--- src/rtl/pix_pack12to16_if.sv ---
// pix_pack12to16 bus: FIFO read side, packed output handshake, flush control.
// master = packer side, slave = FIFO/consumer/control side.
interface pix_pack12to16_if;
    logic        fifo_rempty;
    logic [11:0] fifo_rd;
    logic        fifo_r;
    logic        out_valid;
    logic [15:0] out_data;
    logic        out_ready;
    logic        flush;
    logic        flush_done;
    logic        seq_err;

    modport master (
        input  fifo_rempty, fifo_rd, out_ready, flush,
        output fifo_r, out_valid, out_data, flush_done, seq_err
    );

    modport slave (
        output fifo_rempty, fifo_rd, out_ready, flush,
        input  fifo_r, out_valid, out_data, flush_done, seq_err
    );
endinterface

--- src/rtl/pix_pack12to16.sv ---
// pix_pack12to16: packs 12-bit FIFO words LSB-first into 16-bit words.
// Optional macro SEQ_CHECK_EN adds a sticky +1 sequence checker on seq_err.
module pix_pack12to16 (
    input  logic                  clk,
    input  logic                  rst_,
    pix_pack12to16_if.master      bus
);
    typedef enum logic [1:0] {
        S_RUN,
        S_FLUSH_WAIT,
        S_FLUSH_PAD
    } state_t;

    state_t      r_state;
    logic        r_run;
    logic [31:0] r_acc;
    logic [5:0]  r_cnt;
    logic        r_out_valid;
    logic [15:0] r_out_data;
    logic        r_flush_done;

    state_t      w_state_n;
    logic [31:0] w_acc_n;
    logic [5:0]  w_cnt_n;
    logic        w_ov_n;
    logic [15:0] w_od_n;
    logic        w_fd_n;
    logic        w_slot;
    logic        w_fifo_r;
    logic        w_pop;
    logic        w_emit;
    logic [15:0] w_mask;

    // Pop/emit decisions, accumulator update and flush sequencing.
    always_comb begin
        w_slot    = !r_out_valid || bus.out_ready;
        w_fifo_r  = r_run && (r_state != S_FLUSH_PAD) && (r_cnt <= 6'd20);
        w_pop     = w_fifo_r && !bus.fifo_rempty;
        w_emit    = (r_cnt >= 6'd16) && w_slot;
        w_mask    = ~(16'hFFFF << r_cnt[3:0]);
        w_state_n = r_state;
        w_acc_n   = r_acc;
        w_cnt_n   = r_cnt;
        w_ov_n    = r_out_valid && !bus.out_ready;
        w_od_n    = r_out_data;
        w_fd_n    = 1'b0;
        if (w_emit) begin
            w_acc_n = r_acc >> 16;
            w_cnt_n = r_cnt - 6'd16;
            w_ov_n  = 1'b1;
            w_od_n  = r_acc[15:0];
        end
        if (w_pop) begin
            w_acc_n = w_acc_n | ({20'd0, bus.fifo_rd} << w_cnt_n);
            w_cnt_n = w_cnt_n + 6'd12;
        end
        unique case (r_state)
            S_RUN: begin
                if (bus.flush) w_state_n = S_FLUSH_WAIT;
            end
            S_FLUSH_WAIT: begin
                if (bus.fifo_rempty && (r_cnt < 6'd16)) begin
                    if (r_cnt == 6'd0) begin
                        w_state_n = S_RUN;
                        w_fd_n    = 1'b1;
                    end else begin
                        w_state_n = S_FLUSH_PAD;
                    end
                end
            end
            S_FLUSH_PAD: begin
                if (w_slot) begin
                    w_od_n    = r_acc[15:0] & w_mask;
                    w_ov_n    = 1'b1;
                    w_acc_n   = 32'd0;
                    w_cnt_n   = 6'd0;
                    w_fd_n    = 1'b1;
                    w_state_n = S_RUN;
                end
            end
            default: w_state_n = S_RUN;
        endcase
    end

    // State, accumulator and output registers.
    always_ff @(posedge clk or negedge rst_) begin
        if (!rst_) begin
            r_state      <= S_RUN;
            r_run        <= 1'b0;
            r_acc        <= 32'd0;
            r_cnt        <= 6'd0;
            r_out_valid  <= 1'b0;
            r_out_data   <= 16'd0;
            r_flush_done <= 1'b0;
        end else begin
            r_state      <= w_state_n;
            r_run        <= 1'b1;
            r_acc        <= w_acc_n;
            r_cnt        <= w_cnt_n;
            r_out_valid  <= w_ov_n;
            r_out_data   <= w_od_n;
            r_flush_done <= w_fd_n;
        end
    end

    assign bus.fifo_r     = w_fifo_r;
    assign bus.out_valid  = r_out_valid;
    assign bus.out_data   = r_out_data;
    assign bus.flush_done = r_flush_done;

`ifdef SEQ_CHECK_EN
    logic [11:0] r_last12;
    logic        r_seq_first;
    logic        r_seq_err;

    // Each pop must be previous+1; first pop after reset/flush is the seed.
    always_ff @(posedge clk or negedge rst_) begin
        if (!rst_) begin
            r_last12    <= 12'd0;
            r_seq_first <= 1'b1;
            r_seq_err   <= 1'b0;
        end else if (w_pop) begin
            if (!r_seq_first && (bus.fifo_rd != r_last12 + 12'd1))
                r_seq_err <= 1'b1;
            r_last12    <= bus.fifo_rd;
            r_seq_first <= 1'b0;
        end else if (w_fd_n) begin
            r_seq_first <= 1'b1;
        end
    end

    assign bus.seq_err = r_seq_err;
`else
    assign bus.seq_err = 1'b0;
`endif
endmodule

--- src/flat_wrapper.sv ---
// flat-port wrapper written by rule: the top's interface ports become plain ports
module pix_pack12to16_flat 
  (clk, rst_, bus_fifo_rempty, bus_fifo_rd, bus_out_ready, bus_flush, bus_fifo_r, bus_out_valid, bus_out_data, bus_flush_done, bus_seq_err);
  pix_pack12to16_if bus_i ();
  input  logic clk;
  input  logic rst_;
  input wire logic [$bits(bus_i.fifo_rempty)-1:0] bus_fifo_rempty;
  input wire logic [$bits(bus_i.fifo_rd)-1:0] bus_fifo_rd;
  input wire logic [$bits(bus_i.out_ready)-1:0] bus_out_ready;
  input wire logic [$bits(bus_i.flush)-1:0] bus_flush;
  output wire logic [$bits(bus_i.fifo_r)-1:0] bus_fifo_r;
  output wire logic [$bits(bus_i.out_valid)-1:0] bus_out_valid;
  output wire logic [$bits(bus_i.out_data)-1:0] bus_out_data;
  output wire logic [$bits(bus_i.flush_done)-1:0] bus_flush_done;
  output wire logic [$bits(bus_i.seq_err)-1:0] bus_seq_err;
  assign bus_i.fifo_rempty = bus_fifo_rempty;
  assign bus_i.fifo_rd = bus_fifo_rd;
  assign bus_i.out_ready = bus_out_ready;
  assign bus_i.flush = bus_flush;
  assign bus_fifo_r = bus_i.fifo_r;
  assign bus_out_valid = bus_i.out_valid;
  assign bus_out_data = bus_i.out_data;
  assign bus_flush_done = bus_i.flush_done;
  assign bus_seq_err = bus_i.seq_err;
  pix_pack12to16 u_core (.clk(clk), .rst_(rst_), .bus(bus_i));
endmodule
--- config.mk ---
export PLATFORM = sky130hd
export DESIGN_NAME = pix_pack12to16_flat
export DESIGN_NICKNAME = d
export VERILOG_FILES = /design/src/rtl/pix_pack12to16_if.sv /design/src/rtl/pix_pack12to16.sv /design/src/flat_wrapper.sv
export SDC_FILE = /design/constraint.sdc
export NUM_CORES = 1
export LEC_CHECK = 0
export ABC_AREA = 0
export CORE_AREA = 4 4 75 77
export CTS_CLUSTER_DIAMETER = 30
export CTS_CLUSTER_SIZE = 10
export DETAILED_ROUTE_END_ITERATION = 10
export DIE_AREA = 0 0 79 81
export DONT_BUFFER_PORTS = 1
export PLACE_DENSITY = 0.89
export RECOVER_POWER = 50
export SKIP_CTS_REPAIR_TIMING = 1
export SLEW_MARGIN = 20
export SYNTH_ARGS = -nofsm -noshare
export SYNTH_HDL_FRONTEND = slang
export SYNTH_SLANG_ARGS = --single-unit
--- constraint.sdc ---
create_clock -name clk -period 3.5 [get_ports clk]
set_input_delay 0.7 -clock clk [delete_from_list [all_inputs] [get_ports clk]]
set_output_delay 0.7 -clock clk [all_outputs]
set_load 0.02 [all_outputs]
Word-level counts from Yosys, hierarchy flattened --
Cells that the tools add are included.
Operators by class: reductions and logical operators 13, order comparisons 3, $add $sub $neg 2, bitwise operators 3, multiplexer cells 23, eq/ne operators 6, shifts and indexed selects 2
Operators by type and width (number):
- two-way mux 32 bit | 4
- two-way mux 16 bit | 3
- bitwise OR 32 bit | 1
- left shift 12 x 6 -> 32 bit | 1
- two-way mux 6 bit | 4
- bitwise AND 16 bit | 1
- inverter 16 bit | 1
- left shift 16 x 4 -> 16 bit, first input constant | 1
- two-way mux 2 bit | 4
- adder 6 x 4 -> 6 bit, second input constant | 1
- >= comparator 6 x 5 -> 1 bit, second input constant | 1
- less-or-equal comparator 6 x 5 -> 1 bit, second input constant | 1
- logical AND 1 bit | 6
- logical NOT 6 bit | 1
- < comparator 6 x 5 -> 1 bit, second input constant | 1
- two-way mux 1 bit | 6
- case mux 2 bit (3 select lines) | 1
- subtractor 6 x 5 -> 6 bit, second input constant | 1
- != test 2 x 1 -> 1 bit, second input constant | 2
- != test 2 bit, second input constant | 2
- logical NOT 1 bit | 3
- AND reduction 3 bit | 1
- equality test 2 x 1 -> 1 bit, second input constant | 1
- equality test 2 bit, second input constant | 1
- 3 further kinds | 3
Storage, ports and cells: flip-flop bits (word level) 59, word-level logic and storage cells 59, output and inout bits 20

Logic depth before layout (Yosys ltp) --
depth in word-level cells 9, gate-level depth with buffers 9, depth with buffers taken out 7

Worst setup path before layout --
No wires, ideal clock.
kind register to output, from register u_core.r_cnt[3], to output bus_fifo_r, path slack 858 ps, stages on the path, launching flop included 7, data arrival time 1942 ps, path buffers 1, path through dfrtp_1 clkbuf_1 clkinv_1 ha_1 nand2b_1 a22oi_1 nor3b_1
Between the ends: longest elaborated chain between the ends 2
Ends and longest elaborated chain:
- start: declaration | line pix_pack12to16.sv:17 | logic [5:0] r_cnt;
- start signal: assignment | line pix_pack12to16.sv:99 | r_cnt <= w_cnt_n;
- less-or-equal comparator 6 x 5 -> 1 bit | line pix_pack12to16.sv:37 | w_fifo_r = r_run && (r_state != S_FLUSH_PAD) && (r_cnt <= 6'd20);
- logical AND 1 bit | line pix_pack12to16.sv:37
- end: declaration | line flat_wrapper.sv:11 | output wire logic [$bits(bus_i.fifo_r)-1:0] bus_fifo_r;
No other way between the ends.

Worst setup path after layout --
Ends and elaborated chain as after synthesis.

==> flow_metrics.py <==
metrics = {
    "timing": {
        "slew_headroom_pct": 49.00,
        "tightest_slew_ns": 0.7649,
        "timing.final.crit_share_pct": 88.85,
        "hold-worst-slack_ns": 0.04518,
        "finalSetupTns_ns": 0,
        "setup_viol": 0,
        "skew_ns": 0.003233,
        "finalHoldViolations": 0,
        "rsz0062_at_grt": "false",
        "max_freq_mhz": 321.6,
        "period_needed_ns": 3.110,
        "drv_slew": 0,
    },
    "synthesis": {
        "synth_top_area_share_pct": 47.13,
        "netlist_instances": 326,
        "ys_warn_count": 0,
        "synth_edf_count": 0,
        "async_flop_share_pct": 100.0,
        "syn_area_mm2": 0.003027,
        "post-synth-top-area-cell": "dfrtp_1",
        "synth_area_leaders": "dfrtp_1, nand2_1, mux2i_1",
        "syn_nets": 352,
        "syn_avg_cell_area_um2": 9.284,
        "ys_seq_area_share_pct": 47.13,
        "synth_cell_types": 46,
        "synth-main-ff-cell": "dfrtp_1",
        "ys_ff_latch": 57,
    },
    "placed_design": {
        "gp_congestion": 0.9180,
        "io_buffers": 0,
        "place_hpwl_um": 4899,
        "post_dp_cell_area_mm2": 0.003043,
    },
    "final_layout": {
        "fillCellCount": 412,
        "diodes": 0,
        "stdcell_area_mm2": 0.003204,
        "drive_gt1_share_pct": 10.43,
        "seq_area_mm2": 0.001426,
        "multiInputGateArea_mm2": 0.001465,
        "fin_util_pct": 63.96,
        "fin_nets": 348,
        "area_delta_synth_final_pct": 5.870,
    },
    "critical_path": {
        "ff2ff_path_depth": 8,
        "arrival_ns": 2.41,
        "crit_fanout": 22,
        "crit_path_end_kind": "output port",
        "rr_startpoint": "u_core.r_cnt[3]",
        "critical_path_class": "flop to output port",
        "worstSetupStartpointType": "flop",
        "r2r_setup_slack_ns": 0.69,
        "required_ns": 2.80,
        "rr_endpoint": "u_core.r_acc[9]",
    },
    "run_status": {
        "status": "finished clean",
    },
    "detailed_routing": {
        "via_per_inst": 6.126,
        "drc": 0,
        "ant_nets": 0,
        "dr.max_layer_used": "met4",
        "dr.pass1.iters": 5,
        "drt-wirelength-per-cell_um": 17.64,
        "wl_met1_um": 2958,
        "vias": 2426,
        "drt_iter0_drc": 293,
        "wl_met2_um": 3052,
        "wl_met3_um": 786,
        "wirelength_um": 6986,
    },
    "die": {
        "initial_core_util_pct": 60.41,
        "coreArea_mm2": 0.005010,
        "die_area_mm2": 0.006399,
        "die_h_um": 81,
        "die_x_um": 79,
        "boundaryPins": 37,
        "rows": 26,
    },
    "clock_tree": {
        "cts_sinks": 57,
        "clk_pin_slew_ns": 0.06,
        "cts_tree": "done",
        "h-tree-depth": 3,
        "cts_buffers": 9,
        "clk_latency_ns": 0.34,
        "clockBufferDepth": 2,
        "cts_root_buffer": "clkbuf_8",
    },
    "global_routing": {
        "grt_pass1_wl_um": 11360,
        "grt_max_degree": 58,
        "antenna_found_initial": 0,
        "track_usage_pct": 23.51,
        "grt.overflow.total": 0,
        "grt_pass1_vias": 2269,
    },
    "pwr": {
        "cellPowerDensity_mw_per_mm2": 850.6,
        "ir_worst_vdd_uv": 425.1,
        "cellLeakagePower_nw": 1.430,
    },
    "worst_hold_path": {
        "hold_class": "input port to async pin",
    },
    "job": {
        "max_cap_violations": 0,
    },
}
## synthesized netlist by cell type (all sizes together), types with 2 or more instances
cell type   n
a31oi      16
nand2      70
and3        8
nand3      10
inv         6
a21boi      3
o211ai      9
o21ai      14
ha          9
conb        2
buf        10
a21oi      18
mux2i      13
and2        5
a22o        7
clkbuf     10
a22oi       6
dfrtp      57
nor2       26
mux2        4
nand2b      2
a32oi       4
nand4       5
## routing by layer
layer  global-route usage [%]  vias to the layer above
met5                        0                        -
met4                    11.68                        0
met3                    8.758                       18
met2                    34.68                      148
met1                    30.58                     1122
li1                         -                     1138
## critical path, stage by stage (launching register included)
cell      delay, ns
dfrtp_1        0.34
buf_4          0.22
clkinv_1       0.27
ha_1           0.34
nand2b_1       0.17
a22oi_1        0.47
nor3b_1        0.25
## area by class of cell
cell class              instances  share of cell area [%]
flip-flops and latches         57                   44.51
repair buffers                  5                   1.171
well taps                      70                   2.733
inverters                       7                  0.8200
clock inverters                 4                  0.6248
clock buffers                  11                   4.412
multi-input cells             242                   45.72
## registers in the layout (all words and copies together) (netlist names)
| name | cells |
|---|---|
| u_core.bus.out_data | 16 |
| u_core.r_acc | 32 |
| u_core.bus.out_valid | 1 |
| u_core.r_cnt | 4 |
| u_core.r_run | 1 |
| u_core.bus.flush_done | 1 |
| u_core.r_state | 2 |
## worst max-delay path by stage
stage	startpoint	endpoint
finish	u_core.r_cnt[3]	bus_fifo_r
global route	u_core.r_cnt[3]	bus_fifo_r
CTS	u_core.r_cnt[3]	bus_fifo_r
detailed placement	u_core.r_cnt[3]	u_core.r_acc[9]
global placement	u_core.r_cnt[3]	bus_fifo_r
floorplan	u_core.r_cnt[3]	bus_fifo_r
## through the flow
stage	worst slack (ns)	cells	power (mW)
2_1_floorplan	0.8584	326	1.943
3_3_place_gp	0.8844	381	2.148
3_5_place_dp	0.7837	381	2.182
4_1_cts	0.4034	396	2.708
5_1_grt	0.2185	396	2.895
6_report	0.3902	396	2.725
## logic make-up after synthesis
logic type	share of synthesized area (%)
simple gates	20.17
fa+ha+maj	3.721
mux	5.787
compound gates	17.90
other cells	0.2481
xor+xnor	0.5789
buf+inv	4.465
flops	47.13
## power breakdown
part	leakage, nW	switching (mW)	internal (mW)
clock network	0.0887	0.257	0.267
registers	0.775	0.179	0.821
logic	0.566	0.805	0.397
total	1.43	1.24	1.48
## layout by cell type, fill, tap and decap left out, types with 2 or more instances in the layout
master / netlist / final
nand2_1: 69 / 69
dfrtp_1: 57 / 57
nor2_1: 23 / 23
a21oi_1: 18 / 18
a31oi_1: 16 / 16
mux2i_1: 13 / 13
o21ai_0: 11 / 11
clkbuf_8: 0 / 10
nand3_1: 9 / 9
o211ai_1: 9 / 9
ha_1: 9 / 9
and3_1: 8 / 8
a22o_1: 7 / 7
inv_1: 6 / 6
a22oi_1: 6 / 6
nand4_1: 5 / 5
buf_4: 1 / 5
and2_1: 4 / 4
a32oi_1: 4 / 4
clkinv_2: 0 / 4
mux2_2: 3 / 3
nand2b_1: 2 / 2
o21ai_2: 2 / 2
a21boi_0: 2 / 2
nor2_2: 2 / 2
conb_1: 2 / 2
Power figures use the tool's default switching activity.
